--- src/rtl/pulse_monitor_pkg.sv ---
// Shared types and default constants for the pulse period monitor.
// Optional build macro: PULSE_MONITOR_SYNC_EN (2-flop input synchronizer).
package pulse_monitor_pkg;

  typedef enum logic [1:0] {
    ST_IDLE    = 2'd0,
    ST_MEASURE = 2'd1,
    ST_TIMEOUT = 2'd2
  } state_e;

  localparam int DEF_BIT_WIDTH   = 27;
  localparam int DEF_TIMEOUT_MAX = 100_000_000;
  localparam int MIN_PERIOD      = 2;

endpackage

--- src/rtl/pulse_edge_sync.sv ---
// Input conditioning and rising-edge detect for the pulse period monitor.
// PULSE_MONITOR_SYNC_EN adds a 2-flop synchronizer ahead of the edge compare.
module pulse_edge_sync
  import pulse_monitor_pkg::*;
(
  input  logic clk,
  input  logic pulse_in,
  output logic pulse_edge
);

  logic in_s_q, in_s_d;
  logic in_prev_q, in_prev_d;

`ifdef PULSE_MONITOR_SYNC_EN
  logic sync1_q, sync1_d;

  always_comb begin
    sync1_d = pulse_in;
    in_s_d  = sync1_q;
  end

  always_ff @(posedge clk) begin
    sync1_q <= sync1_d;
  end
`else
  always_comb begin
    in_s_d = pulse_in;
  end
`endif

  // Not reset: the history keeps tracking the input so enabling on a high level is no edge.
  always_comb begin
    in_prev_d = in_s_q;
  end

  always_ff @(posedge clk) begin
    in_s_q    <= in_s_d;
    in_prev_q <= in_prev_d;
  end

  assign pulse_edge = in_s_q & ~in_prev_q;

endmodule

--- src/rtl/pulse_period_monitor.sv ---
// Measures rising-to-rising interval of pulse_in in clk cycles, with timeout.
// Build macro PULSE_MONITOR_SYNC_EN selects the synchronized (one cycle slower) input path.
module pulse_period_monitor
  import pulse_monitor_pkg::*;
#(
  parameter int BIT_WIDTH   = DEF_BIT_WIDTH,
  parameter int TIMEOUT_MAX = DEF_TIMEOUT_MAX
) (
  input  logic                 clk,
  input  logic                 reset,
  input  logic                 enable,
  input  logic                 pulse_in,
  output logic [BIT_WIDTH-1:0] period,
  output logic                 period_valid,
  output logic                 timeout,
  output logic                 measuring
);

  // A limit below the shortest legal interval would time out before any edge could land.
  localparam int TMAX_I = (TIMEOUT_MAX < MIN_PERIOD) ? MIN_PERIOD : TIMEOUT_MAX;
  localparam logic [BIT_WIDTH-1:0] TMAX_C = BIT_WIDTH'(TMAX_I);
  localparam logic [BIT_WIDTH-1:0] ONE_C  = BIT_WIDTH'(1);

  logic pulse_edge;

  state_e               state_q, state_d;
  logic [BIT_WIDTH-1:0] count_q, count_d;
  logic [BIT_WIDTH-1:0] period_q, period_d;
  logic                 period_valid_q, period_valid_d;
  logic                 timeout_q, timeout_d;
  logic                 measuring_q, measuring_d;

  pulse_edge_sync u_edge (
    .clk        (clk),
    .pulse_in   (pulse_in),
    .pulse_edge (pulse_edge)
  );

  always_comb begin
    state_d        = state_q;
    count_d        = count_q;
    period_d       = period_q;
    period_valid_d = 1'b0;
    timeout_d      = timeout_q;

    if (!enable) begin
      state_d   = ST_IDLE;
      count_d   = '0;
      timeout_d = 1'b0;
    end else begin
      case (state_q)
        ST_IDLE: begin
          if (pulse_edge) begin
            state_d = ST_MEASURE;
            count_d = ONE_C;
          end
        end
        ST_MEASURE: begin
          // An edge on the limit cycle still reports a valid TIMEOUT_MAX interval.
          if (pulse_edge) begin
            period_d       = count_q;
            period_valid_d = 1'b1;
            count_d        = ONE_C;
          end else if (count_q == TMAX_C) begin
            state_d   = ST_TIMEOUT;
            timeout_d = 1'b1;
          end else begin
            count_d = count_q + ONE_C;
          end
        end
        ST_TIMEOUT: begin
          if (pulse_edge) begin
            state_d   = ST_MEASURE;
            count_d   = ONE_C;
            timeout_d = 1'b0;
          end
        end
        default: begin
          state_d   = ST_IDLE;
          count_d   = '0;
          timeout_d = 1'b0;
        end
      endcase
    end

    measuring_d = (state_d == ST_MEASURE);
  end

  always_ff @(posedge clk) begin
    if (reset) begin
      state_q        <= ST_IDLE;
      count_q        <= '0;
      period_q       <= '0;
      period_valid_q <= 1'b0;
      timeout_q      <= 1'b0;
      measuring_q    <= 1'b0;
    end else begin
      state_q        <= state_d;
      count_q        <= count_d;
      period_q       <= period_d;
      period_valid_q <= period_valid_d;
      timeout_q      <= timeout_d;
      measuring_q    <= measuring_d;
    end
  end

  assign period       = period_q;
  assign period_valid = period_valid_q;
  assign timeout      = timeout_q;
  assign measuring    = measuring_q;

endmodule

--- config.mk ---
export PLATFORM = sky130hd
export DESIGN_NAME = pulse_period_monitor
export DESIGN_NICKNAME = d
export VERILOG_FILES = /design/src/rtl/pulse_monitor_pkg.sv /design/src/rtl/pulse_edge_sync.sv /design/src/rtl/pulse_period_monitor.sv
export SDC_FILE = /design/constraint.sdc
export NUM_CORES = 1
export LEC_CHECK = 0
export ABC_CLOCK_PERIOD_IN_PS = 4050
export CORE_MARGIN = 8
export CORE_UTILIZATION = 55
export CTS_CLUSTER_DIAMETER = 200
export DETAILED_ROUTE_END_ITERATION = 12
export PLACE_DENSITY_LB_ADDON = 0.25
export SLEW_MARGIN = 10
export SYNTH_ARGS = -nofsm -noshare
export SYNTH_HDL_FRONTEND = slang
export SYNTH_HIERARCHICAL = 1
export SYNTH_SLANG_ARGS = --single-unit
--- constraint.sdc ---
create_clock -name clk -period 4.05 [get_ports clk]
set_clock_uncertainty 0.05 [all_clocks]
set_input_delay 1.215 -clock clk [delete_from_list [all_inputs] [get_ports clk]]
set_output_delay 1.215 -clock clk [all_outputs]
set_load 0.005 [all_outputs]
# == Word-level counts from Yosys, hierarchy flattened ==
# Index checks and enable logic that the tools add are counted.
# op_classes
reduce_logical,7
bitwise,5
eq_ne,9
n_mux,14
n_addsub,1
# op_table
op,n
27-bit two-way mux,3
27-bit case mux with 2 select lines,1
27-bit by 1-bit adder with 27-bit output (second input constant),1
27-bit equality test (second input constant),1
2-bit two-way mux,4
2-bit != test (second input constant),3
2-bit by 1-bit equality test with 1-bit output (second input constant),2
1-bit two-way mux,4
1-bit inverter,4
2-bit case mux with 2 select lines,1
4-bit AND reduction,1
2-bit OR reduction,2
3-bit != test (second input constant),1
1-bit case mux with 3 select lines,1
3-bit AND reduction,1
3-bit OR reduction,1
2-bit equality test (second input constant),1
2-bit zero test,1
2-bit by 1-bit != test with 1-bit output (second input constant),1
2-bit AND reduction,1
1-bit bitwise AND,1
# totals
elab_cells,44
regBits,61
input_bits,4
output_inout_bits,30

# == Longest topological paths before layout ==
# logic_depth
ltp_word,6
ltp_mapped,9
ltp_nobuf,7

# == Cells and area by module ==
# Netlist, hierarchy kept.
# modules_own_cells
module,n_inst,cells_per_inst,seq_area_each_um2,area_per_inst_um2
pulse_period_monitor,1,327,1181.1,2576.2
pulse_edge_sync,1,3,40.0,53.8

# == Worst setup path before layout ==
# OpenSTA, ideal clock, no wires.
# synth_path
kind,input to register
from,input port reset
to,register count_q[14]
arrival_ns,2.522
setup_ns,0.059
required_time_ns,3.941
path_stages,6
path_slack_ns,1.418
path_cell_list,nand2b_1 -> a21oi_1 -> nand2b_1 -> clkbuf_1 -> or4_1 -> nand2_1
# synth_between
elab_chain_cells,1
# synth_rtl
element,line,text
from (decl),pulse_period_monitor.sv:10,"input logic reset,"
2-bit OR reduction (no source line),-,
to (signal assigned),pulse_period_monitor.sv:99,count_q <= count_d;
to (decl),pulse_period_monitor.sv:27,"logic [BIT_WIDTH-1:0] count_q, count_d;"
# Every way passes these cells.
# A chain may end at the register's enable or synchronous reset.

# == Final worst setup path ==
# layout_path
from,input port enable
to,register count_q[18]
# layout_between
elab_chain_cells,2
# layout_rtl
element,line,text
from (decl),pulse_period_monitor.sv:11,"input logic enable,"
1-bit inverter (no source line),-,
2-bit OR reduction (no source line),-,
# Every way passes these cells.

==> out/metrics.yaml <==
cts:
  clock_tree.htree_level_count: 3
  cts_resized: 0
  clock_insertion_delay_worst_skew_ns: 0.33
  clock_path_buffers: 2
  clock_tree_from_tritoncts: "built"
  cts.clk_slew.worst_paths_ns: 0.06
  ctsHoldBuffers: 0
  clkSinkCount: 61
  cts.repair_timing.setup_buffer_count: 0
  cts-buffers-inserted: 9
  cts_root_buffer: "clkbuf_8"
yosys:
  syn_area_per_cell_um2: 7.97
  synth_warnings: 6
  synth-seq-cells: 61
  synth_compound_gate_area_share: 0.167
  synth_simple_gate_area_frac: 0.315
  count_of_unique_library_cells_instantiated_by_yosys: 36
  synth_top_family_by_area: "simple AND/OR/NAND/NOR gates"
  synth.cell_area_mm2: 0.00263
  muxShareOfSynthArea: 0
  synth_nets: 336
  synth-xor-area-share: 0.00333
  synth_seq_area_share: 0.464
  syn-instance-count: 330
  synth_adder_area_share: 0.00951
power_and_ir_drop:
  switch_share: 0.213
  power.switching_uw: 246
  sequentialPowerShare: 0.524
  power.density_cell_area_mw_per_mm2: 365
  power.clock.fraction: 0.444
  cell_leakage_power_nw: 0.985
  comb_power_share: 0.031
  internal_uw: 906
  worst_supply_voltage_drop_on_vdd_mv: 0.320
sta:
  timing.final.crit_period_ns: 3.20
  unrepaired_setup_endpoints_after_global_routing: "no"
  setup_total_negative_slack_ns: 0
  timing.hold.ws_ns: 0.308
  fmax_mhz: 313
  worstMarginPinSlew_ns: 0.796
  share_of_the_clock_period_used_by_the_worst_path_after_layout: 0.789
  timing_max_transition_violations_final: 0
  hold_viol_final: 0
  finalSetupViolCount: 0
  max-slew-margin-rel: 0.470
  timing.final.ws_setup_ns: 0.853
setup_path:
  timing.critical_path.arrival_ns: 3.42
  worst_path_largest_cell_delay_ns: 0.50
  start_kind: "input pin"
  slowest_stage_cell_cp: "clkdlybuf4s50_1"
  timing.critical_path.cells: "clkdlybuf4s50_1, nand2b_1, a21oi_1, nand2b_1, buf_4, or4_1, nand2_1"
  crit_buf_inv: 2
  path_class: "in -> reg"
  timing.critical_path.mode_cell: "nand2b_1"
  crit_path_max_fanout: 13
  timing.critical_path.to_type: "flop"
  timing.critical_path.max_delay_family: "simple AND/OR/NAND/NOR gates"
  critPathRequiredTime_ns: 4.28
die:
  die_height_um: 85.2
  top_level_ports: 34
  start_util: 0.564
  design.die.area_mm2: 0.00725
  die_w_um: 85.2
  floorplan.core_area_mm2: 0.00466
  num_rows: 25
grt:
  vias_in_the_first_global_route: 2269
  grt_first_pass_wirelength_mm: 10.2
  largest_net_degree_at_the_start_of_global_routing: 49
  antenna_found_initial: 0
  grt-ovfl-total: 0
  grt_util_all_layers: 0.172
route:
  antenna_left: 0
  route.vias.total: 2492
  detailed_routing_iterations_pass_1: 5
  post_drt_wl_per_cell_um: 14.5
  first_iter_violations: 246
  drt_wirelength_mm: 6.03
  drc: 0
  detail_routed_via_count_per_cell: 6.00
placed_design:
  placement.setup.worst_slack_ns: 0.511
  io_buffer_count: 33
  final_weighted_congestion_in_routability_driven_placement: 0.861
  detailedPlacementHpwl_mm: 4.13
  place_inst: 401
finish:
  final.fill_count: 392
  finish.cell_count_without_fillers: 415
  syn_to_final_growth_pct: 19.8
  insertedDiodeCount: 0
  multiInputGateArea_mm2: 0.00130
  final_layout_size_suffix_gt1_frac: 0.0554
  nets: 364
  regArea_mm2: 0.00122
job:
  maxCapViolations: 0
hold_path:
  type_of_the_tightest_min_delay_check: "reg -> reg"
status:
  outcome: "finished, final reports clean"
## final cells by class
cell class | count | share of cell area
clock buffers | 12 | 0.0461
repair buffers | 37 | 0.114
well taps | 54 | 0.0214
flip-flops and latches | 61 | 0.388
multi-input cells | 244 | 0.413
inverters | 5 | 0.00596
clock inverters | 2 | 0.0111
## synthesized netlist by cell type (all sizes together)
cell type / n / area share
or4b: 1 / 0.0038
or4: 13 / 0.037
o21ai: 9 / 0.017
a31oi: 3 / 0.0071
nor2b: 3 / 0.010
o21a: 4 / 0.011
o21bai: 1 / 0.0029
buf: 5 / 0.012
a31o: 1 / 0.0033
nor4: 6 / 0.014
nor3: 5 / 0.0095
a22oi: 1 / 0.0029
and3b: 1 / 0.0033
inv: 5 / 0.0071
nand4: 9 / 0.021
nand3: 14 / 0.027
nand2b: 2 / 0.0048
ha: 2 / 0.0095
nand2: 76 / 0.11
clkbuf: 15 / 0.021
and4: 2 / 0.0076
o211ai: 6 / 0.017
or2: 1 / 0.0024
dfxtp: 61 / 0.46
o31ai: 7 / 0.020
or3: 11 / 0.026
nor2: 12 / 0.017
xnor2: 1 / 0.0033
nand4bb: 1 / 0.0043
nand3b: 1 / 0.0029
a21oi: 45 / 0.086
nand4b: 1 / 0.0033
and3: 5 / 0.012
## cells by family after synthesis
group                      Yosys count
and+or+nand+nor                    164
AOI/OAI and AO/OA                   77
buffers and inverters               25
adders and majority gates            2
xor gates and xnor gates             1
DFF                                 61
## state kept, by name, indices dropped and copies added (netlist names)
name              cells
period               27
u_edge/in_prev_q      1
u_edge/in_prev_d      1
state_q               2
measuring             1
count_q              27
timeout               1
period_valid          1
## cells in the final DEF (no fill, tap or decap), drive strengths merged, types with 2 or more instances in the layout
cell / synthesis / final
and3: 5 / 5
or3: 11 / 11
nor3: 5 / 5
o31ai: 7 / 7
nand2b: 2 / 2
o21ai: 9 / 9
nor2b: 3 / 3
nor2: 12 / 12
and4: 2 / 2
nand3: 14 / 14
ha: 2 / 2
buf: 5 / 4
or4: 13 / 13
o211ai: 6 / 6
o21a: 4 / 4
nand4: 9 / 9
dfxtp: 61 / 61
clkdlybuf4s50: 0 / 33
clkbuf: 15 / 12
inv: 5 / 5
nor4: 6 / 6
nand2: 76 / 76
a21oi: 45 / 45
a31oi: 3 / 3
## power groups by stage
| stage | registers, mW | clock network (mW) | logic, mW |
|---|---|---|---|
| finish | 0.604 | 0.511 | 0.0362 |
| global route | 0.604 | 0.550 | 0.0399 |
| CTS | 0.604 | 0.520 | 0.0361 |
| detailed placement | 0.617 | 0 | 0.0361 |
| global placement | 0.617 | 0 | 0.0355 |
| floorplan | 0.617 | 0 | 0.0277 |
## per-layer routing
metal	track usage	part of all wire
met1	0.200	0.46
met2	0.285	0.47
met3	0.0405	0.055
met5	0	0
met4	0.0939	0.020
## worst paths after layout
kind,startpoint,to,slack (ns),depth (start not counted)
worst max register to register,count_q[1],count_q[18],1.68,6
worst min register to register,u_edge/in_prev_d,u_edge/in_prev_q,0.31,0
worst max-delay path,enable,count_q[18],0.85,7
worst min-delay path,u_edge/in_prev_d,u_edge/in_prev_q,0.31,0
## through the flow
step           cell area [um2]   util  power, mW
6_report                  3150  0.676       1.15
5_1_grt                   3150  0.676       1.19
4_1_cts                   3150  0.676       1.16
3_5_place_dp              2970  0.637      0.653
3_3_place_gp              2970  0.637      0.653
2_1_floorplan             2630      -      0.645
Note: power is estimated with default switching activity, not from simulation.
